File: src/rtl/branch_predictor_bht_pkg.sv
// Shared constants for the fetch-stage branch predictor: opcodes, default widths
// and the 2-bit bimodal counter type with its saturating update rule.
package branch_predictor_bht_pkg;

    localparam int BP_ADDRESS_SIZE     = 64;
    localparam int BP_INSTRUCTION_SIZE = 32;

    localparam logic [6:0] OPCODE_BRANCH = 7'b1100011;
    localparam logic [6:0] OPCODE_JAL    = 7'b1101111;
    localparam logic [6:0] OPCODE_JALR   = 7'b1100111;

    typedef enum logic [1:0] {
        BHT_SNT = 2'b00,
        BHT_WNT = 2'b01,
        BHT_WT  = 2'b10,
        BHT_ST  = 2'b11
    } bht_counter_t;

    function automatic bht_counter_t bht_next(input bht_counter_t c, input logic taken);
        bht_counter_t n;
        n = c;
        if (taken && (c != BHT_ST)) begin
            n = bht_counter_t'(c + 2'd1);
        end else if (!taken && (c != BHT_SNT)) begin
            n = bht_counter_t'(c - 2'd1);
        end
        return n;
    endfunction

endpackage

File: src/rtl/branch_predictor_bht_return_stack.sv
// Circular return-address stack: a push when full overwrites the oldest entry,
// a pop when empty is ignored. Used by branch_predictor_bht only under BP_RAS_EN.
module bp_return_stack
    import branch_predictor_bht_pkg::*;
#(
    parameter int DEPTH = 4,
    parameter int WIDTH = BP_ADDRESS_SIZE
) (
    input  logic             clk,
    input  logic             reset,
    input  logic             i_push,
    input  logic             i_pop,
    input  logic [WIDTH-1:0] i_push_data,
    output logic [WIDTH-1:0] o_top,
    output logic             o_empty,
    output logic             o_full
);

    localparam int PTR_W = (DEPTH > 1) ? $clog2(DEPTH) : 1;

    logic [WIDTH-1:0] r_stack [DEPTH];
    logic [PTR_W-1:0] r_top;
    logic [PTR_W:0]   r_count;
    logic [PTR_W-1:0] w_inc;
    logic [PTR_W-1:0] w_dec;

    assign w_inc   = (r_top == PTR_W'(DEPTH - 1)) ? '0 : r_top + PTR_W'(1);
    assign w_dec   = (r_top == '0) ? PTR_W'(DEPTH - 1) : r_top - PTR_W'(1);
    assign o_top   = r_stack[r_top];
    assign o_empty = (r_count == '0);
    assign o_full  = (r_count == (PTR_W + 1)'(DEPTH));

    always_ff @(posedge clk or posedge reset) begin
        if (reset) begin
            r_top   <= '0;
            r_count <= '0;
        end else if (i_push && !i_pop) begin
            r_top   <= w_inc;
            r_count <= o_full ? r_count : r_count + (PTR_W + 1)'(1);
        end else if (i_pop && !i_push && !o_empty) begin
            r_top   <= w_dec;
            r_count <= r_count - (PTR_W + 1)'(1);
        end
    end

    // Simultaneous push and pop replaces the top entry in place.
    always_ff @(posedge clk) begin
        if (i_push) begin
            r_stack[i_pop ? r_top : w_inc] <= i_push_data;
        end
    end

endmodule

File: src/rtl/branch_predictor_bht.sv
// Fetch-stage next-PC predictor: JAL always redirects, conditional branches follow a
// 2-bit bimodal table trained from execute. Optional return stack under BP_RAS_EN.
module branch_predictor_bht
    import branch_predictor_bht_pkg::*;
#(
    parameter int ADDRESS_SIZE     = BP_ADDRESS_SIZE,
    parameter int INSTRUCTION_SIZE = BP_INSTRUCTION_SIZE,
    parameter int BHT_ENTRIES      = 64,
    parameter int RAS_DEPTH        = 4
) (
    input  logic                        clk,
    input  logic                        reset,
    input  logic [ADDRESS_SIZE-1:0]     pc,
    input  logic [INSTRUCTION_SIZE-1:0] instruction,
    input  logic                        update_valid,
    input  logic [ADDRESS_SIZE-1:0]     update_pc,
    input  logic                        update_taken,
    output logic [ADDRESS_SIZE-1:0]     next_pc,
    output logic                        overwrite_pc
);

    localparam int IDX_W = $clog2(BHT_ENTRIES);

    bht_counter_t            r_bht [BHT_ENTRIES];
    logic [6:0]              w_opcode;
    logic [IDX_W-1:0]        w_idx;
    logic [IDX_W-1:0]        w_uidx;
    bht_counter_t            w_ctr;
    logic [ADDRESS_SIZE-1:0] w_imm_j;
    logic [ADDRESS_SIZE-1:0] w_imm_b;
    logic [ADDRESS_SIZE-1:0] w_next_pc;
    logic                    w_overwrite;
    logic                    w_unused_upc;

    assign w_opcode     = instruction[6:0];
    assign w_idx        = pc[IDX_W+1:2];
    assign w_uidx       = update_pc[IDX_W+1:2];
    assign w_ctr        = r_bht[w_idx];
    assign w_unused_upc = ^{update_pc[ADDRESS_SIZE-1:IDX_W+2], update_pc[1:0]};

    assign w_imm_j = {{(ADDRESS_SIZE-21){instruction[31]}}, instruction[31],
                      instruction[19:12], instruction[20], instruction[30:21], 1'b0};
    assign w_imm_b = {{(ADDRESS_SIZE-13){instruction[31]}}, instruction[31],
                      instruction[7], instruction[30:25], instruction[11:8], 1'b0};

`ifdef BP_RAS_EN
    logic [4:0]              w_rd;
    logic [4:0]              w_rs1;
    logic                    w_rd_link;
    logic                    w_rs1_link;
    logic                    w_ras_push;
    logic                    w_ras_pop;
    logic [ADDRESS_SIZE-1:0] w_ras_top;
    logic                    w_ras_empty;
    logic                    w_ras_full_unused;

    assign w_rd       = instruction[11:7];
    assign w_rs1      = instruction[19:15];
    assign w_rd_link  = (w_rd == 5'd1) || (w_rd == 5'd5);
    assign w_rs1_link = (w_rs1 == 5'd1) || (w_rs1 == 5'd5);
    assign w_ras_push = ((w_opcode == OPCODE_JAL) || (w_opcode == OPCODE_JALR)) && w_rd_link;
    assign w_ras_pop  = (w_opcode == OPCODE_JALR) && (w_rd == 5'd0) && w_rs1_link && !w_ras_empty;

    bp_return_stack #(
        .DEPTH (RAS_DEPTH),
        .WIDTH (ADDRESS_SIZE)
    ) u_ras (
        .clk         (clk),
        .reset       (reset),
        .i_push      (w_ras_push),
        .i_pop       (w_ras_pop),
        .i_push_data (pc + ADDRESS_SIZE'(4)),
        .o_top       (w_ras_top),
        .o_empty     (w_ras_empty),
        .o_full      (w_ras_full_unused)
    );
`else
    localparam int unused_ras_depth = RAS_DEPTH;
`endif

    always_comb begin
        w_next_pc   = pc + ADDRESS_SIZE'(4);
        w_overwrite = 1'b0;
        if (!reset) begin
            case (w_opcode)
                OPCODE_JAL: begin
                    w_overwrite = 1'b1;
                    w_next_pc   = pc + w_imm_j;
                end
                OPCODE_BRANCH: begin
                    if ((w_ctr == BHT_WT) || (w_ctr == BHT_ST)) begin
                        w_overwrite = 1'b1;
                        w_next_pc   = pc + w_imm_b;
                    end
                end
`ifdef BP_RAS_EN
                OPCODE_JALR: begin
                    if (w_ras_pop) begin
                        w_overwrite = 1'b1;
                        w_next_pc   = w_ras_top;
                    end
                end
`endif
                default: ;
            endcase
        end
    end

    assign next_pc      = w_next_pc;
    assign overwrite_pc = w_overwrite;

    // Lookups read the registered table, so a same-cycle update is seen only next cycle.
    always_ff @(posedge clk or posedge reset) begin
        if (reset) begin
            for (int unsigned i = 0; i < BHT_ENTRIES; i++) begin
                r_bht[i] <= BHT_WNT;
            end
        end else if (update_valid) begin
            r_bht[w_uidx] <= bht_next(r_bht[w_uidx], update_taken);
        end
    end

endmodule

File: config.mk
export PLATFORM = sky130hd
export DESIGN_NAME = branch_predictor_bht
export DESIGN_NICKNAME = d
export VERILOG_FILES = /design/src/rtl/branch_predictor_bht_pkg.sv /design/src/rtl/branch_predictor_bht_return_stack.sv /design/src/rtl/branch_predictor_bht.sv
export SDC_FILE = /design/constraint.sdc
export NUM_CORES = 1
export LEC_CHECK = 0
export CAP_MARGIN = 20
export CORE_MARGIN = 2
export CORE_UTILIZATION = 40
export CTS_CLUSTER_SIZE = 10
export DETAILED_ROUTE_END_ITERATION = 12
export MAX_ROUTING_LAYER = met4
export SETUP_SLACK_MARGIN = 0.05
export SYNTH_ARGS = -nofsm -noshare
export SYNTH_HDL_FRONTEND = slang
export SYNTH_HIERARCHICAL = 1
export SYNTH_SLANG_ARGS = --single-unit
export TNS_END_PERCENT = 20
File: constraint.sdc
create_clock -name clk -period 27 [get_ports clk]
set_input_delay 5.4 -clock clk [delete_from_list [all_inputs] [get_ports clk]]
set_output_delay 5.4 -clock clk [all_outputs]
set_load 0.005 [all_outputs]
# ---- After elaboration in Yosys (flattened, before gate mapping)
# Index checks and enable logic that the tools add are counted.
dict set report word_totals {
  regBits 128
  latch_bits 0
  mem_bits_rw 0
  romBits 0
  mem_count 0
}
dict set report op_classes {
  add_sub_neg 5
  n_mul 0
  div 0
  n_lt_le_gt_ge 3
  eq_ne 5
  shifts 0
  n_mux 18
  n_bitwise 2
  n_reduce_logical 6
}
# op count
set op_table {}
lappend op_table {{adder 64 bit} 2}
lappend op_table {{bitwise mux 128 bit} 1}
lappend op_table {{2-to-1 mux 64 bit} 2}
lappend op_table {{one-hot mux 64 bit (2 select lines)} 1}
lappend op_table {{adder 64 x 3 -> 64 bit, second input constant} 1}
lappend op_table {{binary-select mux 2 bit (select 6 bit)} 2}
lappend op_table {{2-to-1 mux 2 bit} 8}
lappend op_table {{== test 7 bit, second input constant} 2}
lappend op_table {{greater-or-equal comparator 7 bit, second input constant} 2}
lappend op_table {{NOT 6 -> 7 bit} 2}
lappend op_table {{demux 2 bit (select 6 bit)} 1}
lappend op_table {{less-than comparator 7 x 1 -> 1 bit, second input constant} 1}
lappend op_table {{== test 2 bit, second input constant} 2}
lappend op_table {{logical AND 1 bit} 3}
lappend op_table {{adder 2 x 1 -> 2 bit, second input constant} 1}
lappend op_table {{2-to-1 mux 1 bit} 2}
lappend op_table {{inequality test 2 bit, second input constant} 1}
lappend op_table {{one-hot mux 1 bit (2 select lines)} 1}
lappend op_table {{nonzero test 2 bit} 1}
lappend op_table {{subtractor 2 x 1 -> 2 bit, second input constant} 1}
lappend op_table {{zero test 1 bit} 1}
lappend op_table {{logical OR 1 bit} 1}

# ---- Depth between registers and ports, before layout
dict set report logic_depth {
  ltp_word 10
  mapped_depth 17
  depth_no_buf 13
}

# ---- Worst setup path after synthesis
# Ideal clock, no wire load.
dict set report synth_path {
  path_kind {input to output}
  from {input port reset}
  to {output port next_pc[45]}
  arrival_time_ns 11.137
  t_required_ns 21.600
  path_slack_ns 10.463
  cell_stages 8
  path_buffers 3
  path_cell_list {clkbuf_1 > inv_1 > clkbuf_1 > nand2_1 > buf_2 > o31ai_1 > a41oi_1 > a21oi_1}
}
dict set report synth_between {
  elab_chain_len 1
}
# item line
set synth_rtl {}
lappend synth_rtl {{start: declaration} branch_predictor_bht.sv:12} ;# input logic reset,
lappend synth_rtl {{2-to-1 mux 64 bit} branch_predictor_bht.sv:84} ;# if (!reset) begin
lappend synth_rtl {{end: declaration} branch_predictor_bht.sv:18} ;# output logic [ADDRESS_SIZE-1:0] next_pc,
# No other way between the ends.

# ---- Worst setup path in the final report
dict set report layout_path {
  from {input port pc[4]}
  to {output port next_pc[36]}
}
dict set report layout_between {
  elab_chain_len 9
  elab_cells_between_ends 13
}
# item line
set layout_rtl {}
lappend layout_rtl {{start: declaration} branch_predictor_bht.sv:13} ;# input logic [ADDRESS_SIZE-1:0] pc,
lappend layout_rtl {{NOT 6 -> 7 bit (implied by the code)} branch_predictor_bht.sv:38} ;# assign w_ctr = r_bht[w_idx];
lappend layout_rtl {{binary-select mux 2 bit (select 6 bit)} branch_predictor_bht.sv:38}
lappend layout_rtl {{2-to-1 mux 2 bit (implied by the code) (2 in series)} branch_predictor_bht.sv:38}
lappend layout_rtl {{== test 2 bit} branch_predictor_bht.sv:91} ;# if ((w_ctr == BHT_WT) || (w_ctr == BHT_ST)) begin
lappend layout_rtl {{logical OR 1 bit} branch_predictor_bht.sv:91}
lappend layout_rtl {{2-to-1 mux 64 bit} branch_predictor_bht.sv:91}
lappend layout_rtl {{one-hot mux 64 bit (2 select lines)} branch_predictor_bht.sv:85} ;# case (w_opcode)
lappend layout_rtl {{2-to-1 mux 64 bit (*)} branch_predictor_bht.sv:84}
# Mark *: on every way between the ends. The rest lies on a longest branch, timed or not. The select of a mux whose other input is x is not followed.

==> metrics.md <==
| Metric | Value |
|---|---|
| Synth top area share | 10.8% |
| CP startpoint kind | input port |
| Setup violators final | 0 |
| Largest cells by area after synthesis | dfstp_2, mux2_2, dfrtp_1, ha_1, a21oi_1 |
| Final Hold Viols | 0 |
| Synth warnings | 6 |
| Reg2reg setup slack | 23450 ps |
| Status | finished clean |
| Post-synthesis cell area | 0.0156 mm2 |
| Clock period minus worst slack | 15760 ps |
| Initial Utilization | 40.4% |
| Number of global-route vias before repair | 15500 |
| Register bit total from synthesis | 128 |
| GRT Overall Usage | 31.2% |
| Layout cells sized above 1 | 17.4% |
| Max Slew Vio Count | 0 |
| # clock sinks | 128 |
| Fin nets | 2251 |
| Crit. End Element | primary output |
| CP required | 21600 ps |
| Max clock buf depth | 2 |
| CTS Buf Count | 17 |
| Reg with most FFs | r_bht |
| Met3 GRT Util | 5.94% |
| DR WL/cell | 24.7 um |
| Post_cts resized | 0 |
| WP data arrival | 10360 ps |
| Power Dens Cells | 47.4 mW/mm2 |
| Root Buffer | clkbuf_16 |
| GR Util met2 | 45.2% |
| Top-Level Pins | 229 |
| Post-DP HPWL | 46900 um |
| Via/cell ratio | 6.46 |
| H-tree depth | 4 |
| Worst Tran Pin Value | 1150 ps |
| Drt pass-1 iters | 6 |
| Largest net degree at the start of global routing | 66 |
| Synth area leader | dfstp_2 |
| Overall power | 859 uW |
| Dpl cell area | 0.0175 mm2 |
| Worst path max stage delay | 810 ps |
| # hold bufs at CTS | 0 |
| CTS tree | yes |
| Die area | 0.0405 mm2 |
| Rows | 72 |
| Final Cycle Share | 58.4% |
| Clock transition at path regs | 60 ps |
| Setup TNS | 0 ps |
| Syn nets | 2165 |
| Post-synth EDFFs | 0 |
| P_leak | 7.01 nW |
| Post-CTS setup buffers | 0 |
| Max Cap Viol | 0 |
| Routing usage on met1 | 44.8% |
| Crit Path Class | in2out |
| Main synth FF type | dfstp_2 |
| Most used routing layer | met2 |
| Post-Syn Instances | 1921 |
| Post-Layout Cell Count | 2539 |
| CP Cell Sequence | clkdlybuf4s50_1, ha_1, o21ai_0, o21ai_0, a31o_2, nand2_1, o31ai_1, a21oi_1, xnor2_1, mux2i_1, o21ai_0, clkdlybuf4s50_1 |
| Vias | 16400 |
| Top Registers | r_bht (128) |
| Crit path max fanout | 13 |
| Most Frequent Cell on Critical Path | o21ai_0 |
| Placed cells | 2506 |
| Synthesis-to-layout area growth | 16.3% |
| DRT iter0 DRCs | 1690 |
| RSZ-0062 raised after global routing | no |
| Commonest non-fill, non-tap cell in the layout | nand2_1 |
| Global-route wire length before repair | 95700 um |
| Fin area | 0.0181 mm2 |
| Routed Antenna Nets | 0 |
| Worst-skew pair later-pin latency | 420 ps |
| Max FFs per register | 128 |
| Die width | 201 um |
| FMAX | 63.5 MHz |
| Number of library cell types mapped by synthesis | 96 |
| Most frequent cells in the layout | nand2_1, a21oi_1, clkdlybuf4s50_1 |
| Routed WL | 62700 um |
| Remaining DRCs | 0 |
| Peak supply drop | 0.0415 mV |
| Gr ovfl total | 0 |
| Die H | 201 um |
| Clock skew | 9.40 ps |
| Register area share after synthesis | 21.1% |
| Routability Congestion | 0.968 |
| Class of the worst hold path | reg2reg |
| Antenna violations before repair | 1 |
| Slew headroom | 23.1% |
| # port buffers | 168 |
| CP max-delay cell | o31ai_1 |
| Core Area | 0.0386 mm2 |
| Async SR Flop Fraction | 100% |
| Syn Area/Cell | 8.10 um2 |
## routing by layer
metal	part of all wire (%)	vias up	wire length (um)
met3	8.6	88	5400
met5	0	-	0
li1	-	7450	-
met1	46	8103	29100
met4	2.0	0	1280
met2	43	768	26900
## layout make-up
cell class | count | area [um2]
Timing Repair Buffer | 193 | 1850
Fill cell | 3872 | 20500
Multi-Input combinational cell | 1630 | 11600
Tap cell | 518 | 648
Antenna cell | 1 | 2.50
Inverter | 37 | 141
Clock buffer | 21 | 460
Sequential cell | 128 | 3280
Clock inverter | 11 | 154
## path summary, 6_finish.rpt
kind	end	depth (start not counted)	from
max	next_pc[36]	12	pc[4]
min	r_bht[7]	1	r_bht[7]
max reg2reg	r_bht[83]	12	r_bht[9]
min reg2reg	r_bht[7]	1	r_bht[7]
max in group asynchronous	r_bht[47]	4	reset
min in group asynchronous	r_bht[41]	4	reset
## logic make-up (layout without fill, tap and decap cells)
kind of cell | after synthesis | after routing | synth area share (%)
AO/OA/AOI/OAI | 606 | 606 | 25.7
XOR/XNOR | 105 | 105 | 5.91
adder cells (fa/ha/maj) | 80 | 80 | 6.53
buffers and inverters | 163 | 262 | 4.88
flip-flops | 128 | 128 | 21.1
multiplexers | 193 | 193 | 15.9
other | 0 | 1 | 0
AND/OR/NAND/NOR | 646 | 646 | 20.0
## synth_stat cells, types with 31 or more instances
cell / instances
nand4_1: 48
o21ai_0: 104
buf_2: 39
xor2_1: 48
nand2_1: 206
mux2_2: 147
dfrtp_1: 64
inv_1: 36
nor3_1: 33
clkbuf_1: 63
o22ai_1: 37
and3_1: 31
a21o_1: 33
ha_1: 78
nand3_1: 56
a21oi_1: 174
xnor2_1: 57
nor2_1: 166
dfstp_2: 64
## through the flow
| step | hold slack [ps] | worst slack, ps | util, % |
|---|---|---|---|
| 6_report | 528 | 11240 | 46.9 |
| 3_5_place_dp | 518 | 11360 | 45.3 |
| 2_1_floorplan | 491 | 10460 | - |
| 5_1_grt | 549 | 11100 | 46.9 |
| 3_3_place_gp | 505 | 11420 | 45.3 |
| 4_1_cts | 531 | 11330 | 46.9 |
## power by group
part	total (mW)	internal, mW	leakage (nW)	switching (mW)
combinational	0.351	0.144	5.18	0.207
sequential	0.266	0.244	1.54	0.0216
clock	0.242	0.151	0.294	0.0906
## worst max-delay path, delay by kind of cell
family	cells	cell delay (ps)
compound gates	6	2650
buf+inv	2	1330
fa+ha+maj	1	530
xor+xnor	1	270
simple gates	1	90
mux	1	90
Note: power is estimated with default switching activity, not from simulation.
